$ cat src/rtl/conv_row_scheduler_if.sv
// Handshake bundle between the row scheduler and its PE-array/Accumulator environment.
// master: scheduler side; slave: the environment that starts layers and returns results.
interface conv_row_scheduler_if #(
  parameter int K      = 3,
  parameter int IFM_H  = 32,
  parameter int IFM_W  = 32,
  parameter int OUT_CH = 512
);
  logic                      start;
  logic                      stall;
  logic                      acc_out_valid;
  logic                      pe_valid;
  logic [$clog2(K)-1:0]      row_idx;
  logic [$clog2(IFM_W)-1:0]  ox;
  logic [$clog2(IFM_H)-1:0]  oy;
  logic [$clog2(OUT_CH)-1:0] oc;
  logic                      busy;
  logic                      done;
  logic                      err;

  modport master (
    input  start, stall, acc_out_valid,
    output pe_valid, row_idx, ox, oy, oc, busy, done, err
  );

  modport slave (
    output start, stall, acc_out_valid,
    input  pe_valid, row_idx, ox, oy, oc, busy, done, err
  );
endinterface

$ cat src/rtl/conv_row_scheduler.sv
// Issues K kernel-row beats per output pixel of a stride-1 KxK layer, limits
// outstanding Accumulator results and reports completion.
//   state   | meaning
//   S_IDLE  | waiting for start
//   S_ISSUE | issuing row beats, one per cycle
//   S_DRAIN | all beats issued, waiting for remaining results
//   S_DONE  | one-cycle completion pulse
module conv_row_scheduler #(
  parameter int K         = 3,
  parameter int IN_CH     = 512,
  parameter int IFM_H     = 32,
  parameter int IFM_W     = 32,
  parameter int OUT_CH    = 512,
  parameter int MAX_OUTST = 4
) (
  input logic                  clk,
  input logic                  rst_n,
  conv_row_scheduler_if.master if_sched
);

  localparam int OH    = IFM_H - K + 1;
  localparam int OW    = IFM_W - K + 1;
  localparam int TOTAL = OUT_CH * OH * OW;

  localparam int RW = $clog2(K);
  localparam int XW = $clog2(IFM_W);
  localparam int YW = $clog2(IFM_H);
  localparam int CW = $clog2(OUT_CH);
  localparam int SW = $clog2(MAX_OUTST + 1);
  localparam int NW = $clog2(TOTAL + 1);

  localparam logic [RW-1:0] ROW_LAST  = RW'(K - 1);
  localparam logic [XW-1:0] OX_LAST   = XW'(OW - 1);
  localparam logic [YW-1:0] OY_LAST   = YW'(OH - 1);
  localparam logic [CW-1:0] OC_LAST   = CW'(OUT_CH - 1);
  localparam logic [SW-1:0] OST_MAX   = SW'(MAX_OUTST);
  localparam logic [NW-1:0] CNT_TOTAL = NW'(TOTAL);

  if (K < 2 || IFM_H < K + 1 || IFM_W < K + 1 || OUT_CH < 2 || MAX_OUTST < 1 || IN_CH < 1)
  begin : g_param_check
    $error("conv_row_scheduler: illegal parameter set");
  end

  typedef enum logic [1:0] {
    S_IDLE  = 2'd0,
    S_ISSUE = 2'd1,
    S_DRAIN = 2'd2,
    S_DONE  = 2'd3
  } state_t;

  state_t r_state;
  state_t w_state_nxt;

  logic [RW-1:0] r_row;
  logic [XW-1:0] r_ox;
  logic [YW-1:0] r_oy;
  logic [CW-1:0] r_oc;
  logic [SW-1:0] r_outst;
  logic [NW-1:0] r_out_cnt;
  logic          r_err;

  logic          w_beat;
  logic          w_clear;
  logic          w_busy;
  logic          w_done;
  logic          w_boundary;
  logic          w_row_last;
  logic          w_pix_last;
  logic          w_can_open;
  logic          w_inc;
  logic          w_ret_ok;
  logic          w_err_set;
  logic [NW-1:0] w_cnt_nxt;

  assign w_boundary = (r_row == '0);
  assign w_row_last = (r_row == ROW_LAST);
  assign w_pix_last = (r_ox == OX_LAST) && (r_oy == OY_LAST) && (r_oc == OC_LAST);
  assign w_can_open = !if_sched.stall && (r_outst < OST_MAX);

  // A result is only accepted against an issued pixel; anything else is a protocol error.
  assign w_ret_ok  = if_sched.acc_out_valid && (r_state != S_IDLE) && (r_outst != '0);
  assign w_err_set = if_sched.acc_out_valid && ((r_state == S_IDLE) || (r_outst == '0));
  assign w_inc     = w_beat && w_row_last;
  assign w_cnt_nxt = r_out_cnt + NW'(w_ret_ok);

  always_ff @(posedge clk or negedge rst_n) begin
    if (!rst_n) begin
      r_state <= S_IDLE;
    end else begin
      r_state <= w_state_nxt;
    end
  end

  always_comb begin
    w_state_nxt = r_state;
    w_beat      = 1'b0;
    w_clear     = 1'b0;
    w_busy      = 1'b0;
    w_done      = 1'b0;
    case (r_state)
      S_IDLE: begin
        if (if_sched.start) begin
          w_clear     = 1'b1;
          w_state_nxt = S_ISSUE;
        end
      end
      S_ISSUE: begin
        w_busy = 1'b1;
        // stall and the outstanding limit only gate the first row of a pixel
        if (!w_boundary || w_can_open) begin
          w_beat = 1'b1;
          if (w_row_last && w_pix_last) begin
            w_state_nxt = S_DRAIN;
          end
        end
      end
      S_DRAIN: begin
        w_busy = 1'b1;
        if (w_cnt_nxt == CNT_TOTAL) begin
          w_state_nxt = S_DONE;
        end
      end
      S_DONE: begin
        w_done      = 1'b1;
        w_state_nxt = S_IDLE;
      end
      default: begin
        w_state_nxt = S_IDLE;
      end
    endcase
  end

  // Issue indices: row fastest, then ox, oy, oc. The final pixel leaves them parked.
  always_ff @(posedge clk or negedge rst_n) begin
    if (!rst_n) begin
      r_row <= '0;
      r_ox  <= '0;
      r_oy  <= '0;
      r_oc  <= '0;
    end else if (w_clear) begin
      r_row <= '0;
      r_ox  <= '0;
      r_oy  <= '0;
      r_oc  <= '0;
    end else if (w_beat) begin
      if (!w_row_last) begin
        r_row <= r_row + RW'(1);
      end else if (!w_pix_last) begin
        r_row <= '0;
        if (r_ox != OX_LAST) begin
          r_ox <= r_ox + XW'(1);
        end else begin
          r_ox <= '0;
          if (r_oy != OY_LAST) begin
            r_oy <= r_oy + YW'(1);
          end else begin
            r_oy <= '0;
            r_oc <= (r_oc == OC_LAST) ? '0 : r_oc + CW'(1);
          end
        end
      end
    end
  end

  always_ff @(posedge clk or negedge rst_n) begin
    if (!rst_n) begin
      r_outst <= '0;
    end else begin
      case ({w_inc, w_ret_ok})
        2'b10:   r_outst <= r_outst + SW'(1);
        2'b01:   r_outst <= r_outst - SW'(1);
        default: r_outst <= r_outst;
      endcase
    end
  end

  always_ff @(posedge clk or negedge rst_n) begin
    if (!rst_n) begin
      r_out_cnt <= '0;
    end else if (w_clear) begin
      r_out_cnt <= '0;
    end else begin
      r_out_cnt <= w_cnt_nxt;
    end
  end

  // A spurious result wins over a same-cycle start so the error is never lost.
  always_ff @(posedge clk or negedge rst_n) begin
    if (!rst_n) begin
      r_err <= 1'b0;
    end else if (w_err_set) begin
      r_err <= 1'b1;
    end else if (w_clear) begin
      r_err <= 1'b0;
    end
  end

  assign if_sched.pe_valid = w_beat;
  assign if_sched.row_idx  = r_row;
  assign if_sched.ox       = r_ox;
  assign if_sched.oy       = r_oy;
  assign if_sched.oc       = r_oc;
  assign if_sched.busy     = w_busy;
  assign if_sched.done     = w_done;
  assign if_sched.err      = r_err;

endmodule

$ cat src/flat_wrapper.sv
// flat-port wrapper written by rule: the top's interface ports become plain ports
module conv_row_scheduler_flat 
#(
  parameter int K         = 3,
  parameter int IN_CH     = 512,
  parameter int IFM_H     = 32,
  parameter int IFM_W     = 32,
  parameter int OUT_CH    = 512,
  parameter int MAX_OUTST = 4
)
  (clk, rst_n, if_sched_start, if_sched_stall, if_sched_acc_out_valid, if_sched_pe_valid, if_sched_row_idx, if_sched_ox, if_sched_oy, if_sched_oc, if_sched_busy, if_sched_done, if_sched_err);
  conv_row_scheduler_if #(.K(K), .IFM_H(IFM_H), .IFM_W(IFM_W), .OUT_CH(OUT_CH)) if_sched_i ();
  input logic clk;
  input logic rst_n;
  input wire logic [$bits(if_sched_i.start)-1:0] if_sched_start;
  input wire logic [$bits(if_sched_i.stall)-1:0] if_sched_stall;
  input wire logic [$bits(if_sched_i.acc_out_valid)-1:0] if_sched_acc_out_valid;
  output wire logic [$bits(if_sched_i.pe_valid)-1:0] if_sched_pe_valid;
  output wire logic [$bits(if_sched_i.row_idx)-1:0] if_sched_row_idx;
  output wire logic [$bits(if_sched_i.ox)-1:0] if_sched_ox;
  output wire logic [$bits(if_sched_i.oy)-1:0] if_sched_oy;
  output wire logic [$bits(if_sched_i.oc)-1:0] if_sched_oc;
  output wire logic [$bits(if_sched_i.busy)-1:0] if_sched_busy;
  output wire logic [$bits(if_sched_i.done)-1:0] if_sched_done;
  output wire logic [$bits(if_sched_i.err)-1:0] if_sched_err;
  assign if_sched_i.start = if_sched_start;
  assign if_sched_i.stall = if_sched_stall;
  assign if_sched_i.acc_out_valid = if_sched_acc_out_valid;
  assign if_sched_pe_valid = if_sched_i.pe_valid;
  assign if_sched_row_idx = if_sched_i.row_idx;
  assign if_sched_ox = if_sched_i.ox;
  assign if_sched_oy = if_sched_i.oy;
  assign if_sched_oc = if_sched_i.oc;
  assign if_sched_busy = if_sched_i.busy;
  assign if_sched_done = if_sched_i.done;
  assign if_sched_err = if_sched_i.err;
  conv_row_scheduler #(.K(K), .IN_CH(IN_CH), .IFM_H(IFM_H), .IFM_W(IFM_W), .OUT_CH(OUT_CH), .MAX_OUTST(MAX_OUTST)) u_core (.clk(clk), .rst_n(rst_n), .if_sched(if_sched_i));
endmodule
$ cat config.mk
export PLATFORM = sky130hd
export DESIGN_NAME = conv_row_scheduler_flat
export DESIGN_NICKNAME = d
export VERILOG_FILES = /design/src/rtl/conv_row_scheduler_if.sv /design/src/rtl/conv_row_scheduler.sv /design/src/flat_wrapper.sv
export SDC_FILE = /design/constraint.sdc
export NUM_CORES = 1
export LEC_CHECK = 0
export CORE_MARGIN = 2
export CORE_UTILIZATION = 61
export DETAILED_ROUTE_END_ITERATION = 16
export PLACE_DENSITY_LB_ADDON = 0.2
export RECOVER_POWER = 25
export SYNTH_ARGS = -nofsm -noshare
export SYNTH_HDL_FRONTEND = slang
export SYNTH_SLANG_ARGS = --single-unit
$ cat constraint.sdc
create_clock -name clk -period 7.3 [get_ports clk]
set_clock_uncertainty 0.15 [all_clocks]
set_input_delay 1.46 -clock clk [delete_from_list [all_inputs] [get_ports clk]]
set_output_delay 1.46 -clock clk [all_outputs]
set_load 0.005 [all_outputs]
Word level (Yosys, flattened, before mapping) --
Index checks and enable logic that the tools add are counted.
Cells by class: add/sub/neg operators 7, magnitude comparators 1, eq/ne operators 20, muxes and demuxes 37, reductions and logical operators 27
Operators with widths (count):
- $mux W9 | 7
- $mux W5 | 11
- $add A19 B1 Y19 | 1
- $eq A19 B19 Y1 const B | 1
- $mux W19 | 1
- $mux W2 | 8
- $ne A2 B1 Y1 const B | 6
- $add A5 B1 Y5 const B | 2
- $eq A5 B5 Y1 const B | 2
- $ne A5 B5 Y1 const B | 2
- $reduce_bool A2 Y1 | 5
- $add A9 B1 Y9 const B | 1
- $eq A9 B9 Y1 const B | 1
- $eq A2 B2 Y1 const B | 4
- $logic_and A1 B1 Y1 | 8
- $mux W1 | 8
- $pmux W2 S4 | 1
- $reduce_and A4 Y1 | 2
- $pmux W3 S2 | 1
- $reduce_and A5 Y1 | 1
- $eq A2 B1 Y1 const B | 2
- $logic_not A2 Y1 | 2
- $add A3 B1 Y3 const B | 1
- $logic_not A3 Y1 | 1
- 11 further kinds | 13
Storage, ports and cells: flip-flop bits (word level) 46, input port bits 5, output and inout port bits 25, logic and storage cells 100

Logic depth before layout (Yosys ltp) --
word-level depth 8, depth in mapped cells 12

Least setup slack after synthesis --
No wires, ideal clock.
path kind in2reg, start input port if_sched_acc_out_valid, end register u_core.r_state[0], library setup time 0.126 ns, arrival 3.311 ns, data required time 7.024 ns, path slack 3.713 ns, cell stages on the path 9, path through nor3b_1 ha_1 ha_1 nand3_1 nor3_1 mux2i_1 a211oi_2 and4_1 o32a_1
On the way: cells in the longest elaborated chain, start to end 6
RTL lines:
- from (decl) | RTL line flat_wrapper.sv:17 | input wire logic [$bits(if_sched_i.acc_out_valid)-1:0] if_sched_acc_out_valid;
- $logic_and A1 B1 Y1 (2 in a row) | RTL line conv_row_scheduler.sv:81 | assign w_ret_ok = if_sched.acc_out_valid && (r_state != S_IDLE) && (r_outst != '0);
- $add A19 B1 Y19 | RTL line conv_row_scheduler.sv:84 | assign w_cnt_nxt = r_out_cnt + NW'(w_ret_ok);
- $eq A19 B19 Y1 | RTL line conv_row_scheduler.sv:119 | if (w_cnt_nxt == CNT_TOTAL) begin
- $ne A2 B1 Y1 (no line)
- $reduce_and A4 Y1 (no line)
- to (signal assigned) | RTL line conv_row_scheduler.sv:90 | r_state <= w_state_nxt;
- to (decl) | RTL line conv_row_scheduler.sv:51 | state_t r_state;
No other way between the ends. A chain may end at the register's enable or synchronous reset.

Final worst setup path --
start input port if_sched_stall, end output port if_sched_pe_valid
On the way: cells in the longest elaborated chain, start to end 5
RTL lines:
- from (decl) | RTL line flat_wrapper.sv:16 | input wire logic [$bits(if_sched_i.stall)-1:0] if_sched_stall;
- $logic_not A1 Y1 | RTL line conv_row_scheduler.sv:78 | assign w_can_open = !if_sched.stall && (r_outst < OST_MAX);
- $logic_and A1 B1 Y1 | RTL line conv_row_scheduler.sv:78
- $logic_or A1 B1 Y1 | RTL line conv_row_scheduler.sv:110 | if (!w_boundary || w_can_open) begin
- $mux W1 | RTL line conv_row_scheduler.sv:110
- $mux W1 | RTL line conv_row_scheduler.sv:100 | case (r_state)
- to (decl) | RTL line flat_wrapper.sv:18 | output wire logic [$bits(if_sched_i.pe_valid)-1:0] if_sched_pe_valid;
No other way between the ends.

==> impl_metrics.py <==
metrics = {
    "global_route": {
        "grt_antenna_before_repair": 0,
        "grt_max_degree": 47,
        "grtUsageTotal_pct": 23.17,
        "grt_overflow": 0,
        "grt_pass1_vias": 2018,
        "grt_pass1_wl_um": 9384,
    },
    "detailed_routing": {
        "dr.pass1.iters": 4,
        "routed_via_density": 5.941,
        "num_vias": 2234,
        "drt-initial-drc-count": 127,
        "detail-route-antenna-nets": 0,
        "drt_wl_total_um": 5531,
        "routedWlPerCell_um": 14.71,
        "drcViolationCount": 0,
    },
    "setup_path": {
        "reg2reg_from": "u_core.r_state[1]$_DFFE_PN0P_",
        "r2r_end": "u_core.r_state[1]$_DFFE_PN0P_",
        "end_kind": "output pin",
        "cp.arrival_ns": 2.83,
        "r2r_slack_ns": 3.93,
        "path_class": "in2out",
        "critPathLaunchType": "input pin",
        "worstPathMaxFanout": 2,
        "required_ns": 5.69,
        "reg2reg_depth": 11,
    },
    "sta": {
        "hold_viol": 0,
        "setup_tns_ns": 0,
        "layout_setup_ws_ns": 2.863,
        "worst_pin_slew_ns": 2.369,
        "rsz0062_at_grt": "no",
        "period_needed_ns": 4.437,
        "fmax_ghz": 0.2254,
        "report.final.slew_viol_count": 47,
        "setup_viol": 0,
        "slew_headroom_pct": -57.96,
        "min_period_over_period_pct": 60.78,
    },
    "clock_network": {
        "cts_tree": "built",
        "cts.sinks": 46,
        "holdBufCountCts": 0,
        "clk_latency_ns": 0.31,
        "path_clk_slew_ns": 0.09,
        "clockBufferDepth": 2,
        "cts_made_buffers": 5,
        "cts_setup_buffers": 0,
        "cts_resized": 0,
        "h-tree-depth": 2,
        "cts_root_buf": "clkbuf_8",
    },
    "cells_and_area": {
        "antenna_cells": 0,
        "drive_gt1_share_pct": 6.481,
        "num-fill-cells": 344,
        "area_growth_pct": 13.67,
        "final_cell_mix": "dfrtp_1, nor2_1, clkdlybuf4s50_1, o21ai_0, nand2_1",
        "fin_cells": 376,
        "fin_area_sq_um": 3112,
        "mostFrequentLayoutCell": "dfrtp_1",
        "fin_nets": 342,
    },
    "synthesis": {
        "synthCells": 302,
        "syn_area_per_cell_sq_um": 9.065,
        "syn_area_sq_um": 2738,
        "synth_ff_type": "dfrtp_1",
        "async_flop_share_pct": 100.0,
        "yosysSeqAreaShare_pct": 42.05,
        "syn_nets": 321,
        "synth_cell_type_count": 48,
        "synth_edf_count": 0,
        "yosys_warnings": 0,
        "synth_seq_cells": 46,
    },
    "pwr": {
        "power_density_nw_per_um2": 195.5,
        "p_total_mw": 0.6085,
        "ir_drop_mv": 0.1502,
        "leakage_nw": 1.363,
    },
    "run_status": {
        "violations": "capacitance limit, slew limit",
        "status": "complete, but fails checks",
    },
    "run": {
        "cap_violations": 1,
    },
    "floorplan": {
        "die_x_um": 70.99,
        "rows": 24,
        "ios": 30,
        "die_h_um": 70.99,
        "initial_core_util_pct": 63.31,
        "coreArea_sq_um": 4324,
        "die-area_sq_um": 5040,
    },
    "placed_design": {
        "dp_cells": 368,
        "placed_area_sq_um": 3023,
        "port_buffers": 29,
        "gp_congestion": 0.8908,
        "dpl_worst_slack_ns": 2.810,
        "hpwl_um": 3915,
    },
    "min_path": {
        "min_path_type": "reg2reg",
        "hp-start": "u_core.if_sched.oy[4]$_DFFE_PN0P_",
        "holdPathStages": 1,
        "hold_end": "u_core.if_sched.oy[4]$_DFFE_PN0P_",
    },
}
where the power goes:
| group | switching, mW | internal (mW) | leakage (nW) |
|---|---|---|---|
| clock | 0.0925 | 0.0674 | 0.0441 |
| sequential | 0.0446 | 0.284 | 0.588 |
| combinational | 0.0599 | 0.0606 | 0.731 |
per-stage QoR:
step / hold WS [ns] / utilization [%]
floorplan: 0.3070 / -
global placement: 0.3403 / 69.91
detailed placement: 0.3476 / 69.91
CTS: 0.3597 / 71.99
global route: 0.3728 / 71.96
finish: 0.3565 / 71.96
critical path: stages:
cell and delay, ns:
clkdlybuf4s50_1 0.39, or2_2 0.26, a21oi_1 0.19, clkdlybuf4s50_1 0.53
cell type report:
class | instances | area, sq um | area share [%]
Clock inverter | 3 | 21.27 | 0.6836
Multi-Input combinational cell | 223 | 1450 | 46.60
Sequential cell | 46 | 1151 | 36.99
Inverter | 17 | 63.81 | 2.051
Timing Repair Buffer | 30 | 291.5 | 9.369
Tap cell | 52 | 65.06 | 2.091
Clock buffer | 5 | 68.82 | 2.212
flip-flops by register name, summed over array words and instances, names as in the netlist:
register,count
u_core.if_sched.oc,9
u_core.if_sched.err,1
u_core.if_sched.ox,5
u_core.if_sched.oy,5
u_core.r_outst,3
u_core.r_state,2
u_core.r_out_cnt,19
u_core.if_sched.row_idx,2
routing by layer:
metal  GRT usage [%]  vias up  share of wire [%]
met5               0        -                  0
met4           7.338        0                1.2
met1           32.71     1078                 47
met2           36.45       45                 47
met3           4.416        6                4.0
li1                -     1105                  -
Yosys cell counts (4+ instances only):
master     n  share of area [%]
a21oi_1   11                2.0
inv_1     17                2.3
o31ai_1    5                1.4
nand2_1   19                2.6
and3_1     7                1.6
dfrtp_1   46                 42
buf_2      6                1.1
and4_1     4                1.3
nor2_1    29                4.0
ha_1      13                5.9
nand3_1   18                3.3
nor3_1    17                3.1
and2_1     4               0.91
xor2_1    10                3.2
xnor2_1    9                2.9
or3_1      8                1.8
clkbuf_1   8                1.1
o21ai_0   27                4.9
cell families (layout without fill, tap and decap cells):
logic type	Yosys count	in the layout	synth area share, %
multiplexers	3	3	1.097
buffers and inverters	33	55	4.982
adder cells (fa/ha/maj)	14	14	6.673
XOR/XNOR	19	19	6.079
AO/OA/AOI/OAI	57	57	12.98
flip-flops	46	46	42.05
AND/OR/NAND/NOR	130	130	26.14
worst max path at each step:
stage	from	to	slack [ns]	cells after the start
final	if_sched_stall	if_sched_pe_valid	2.86	4
after global routing	if_sched_stall	if_sched_pe_valid	2.82	4
after floorplan	if_sched_acc_out_valid	u_core.r_state[0]$_DFFE_PN0P_	3.71	9
after CTS	if_sched_stall	if_sched_pe_valid	2.86	4
after global placement	if_sched_stall	if_sched_pe_valid	2.88	4
after detailed placement	if_sched_acc_out_valid	u_core.r_state[1]$_DFFE_PN0P_	2.81	10
Power figures use the tool's default switching activity.
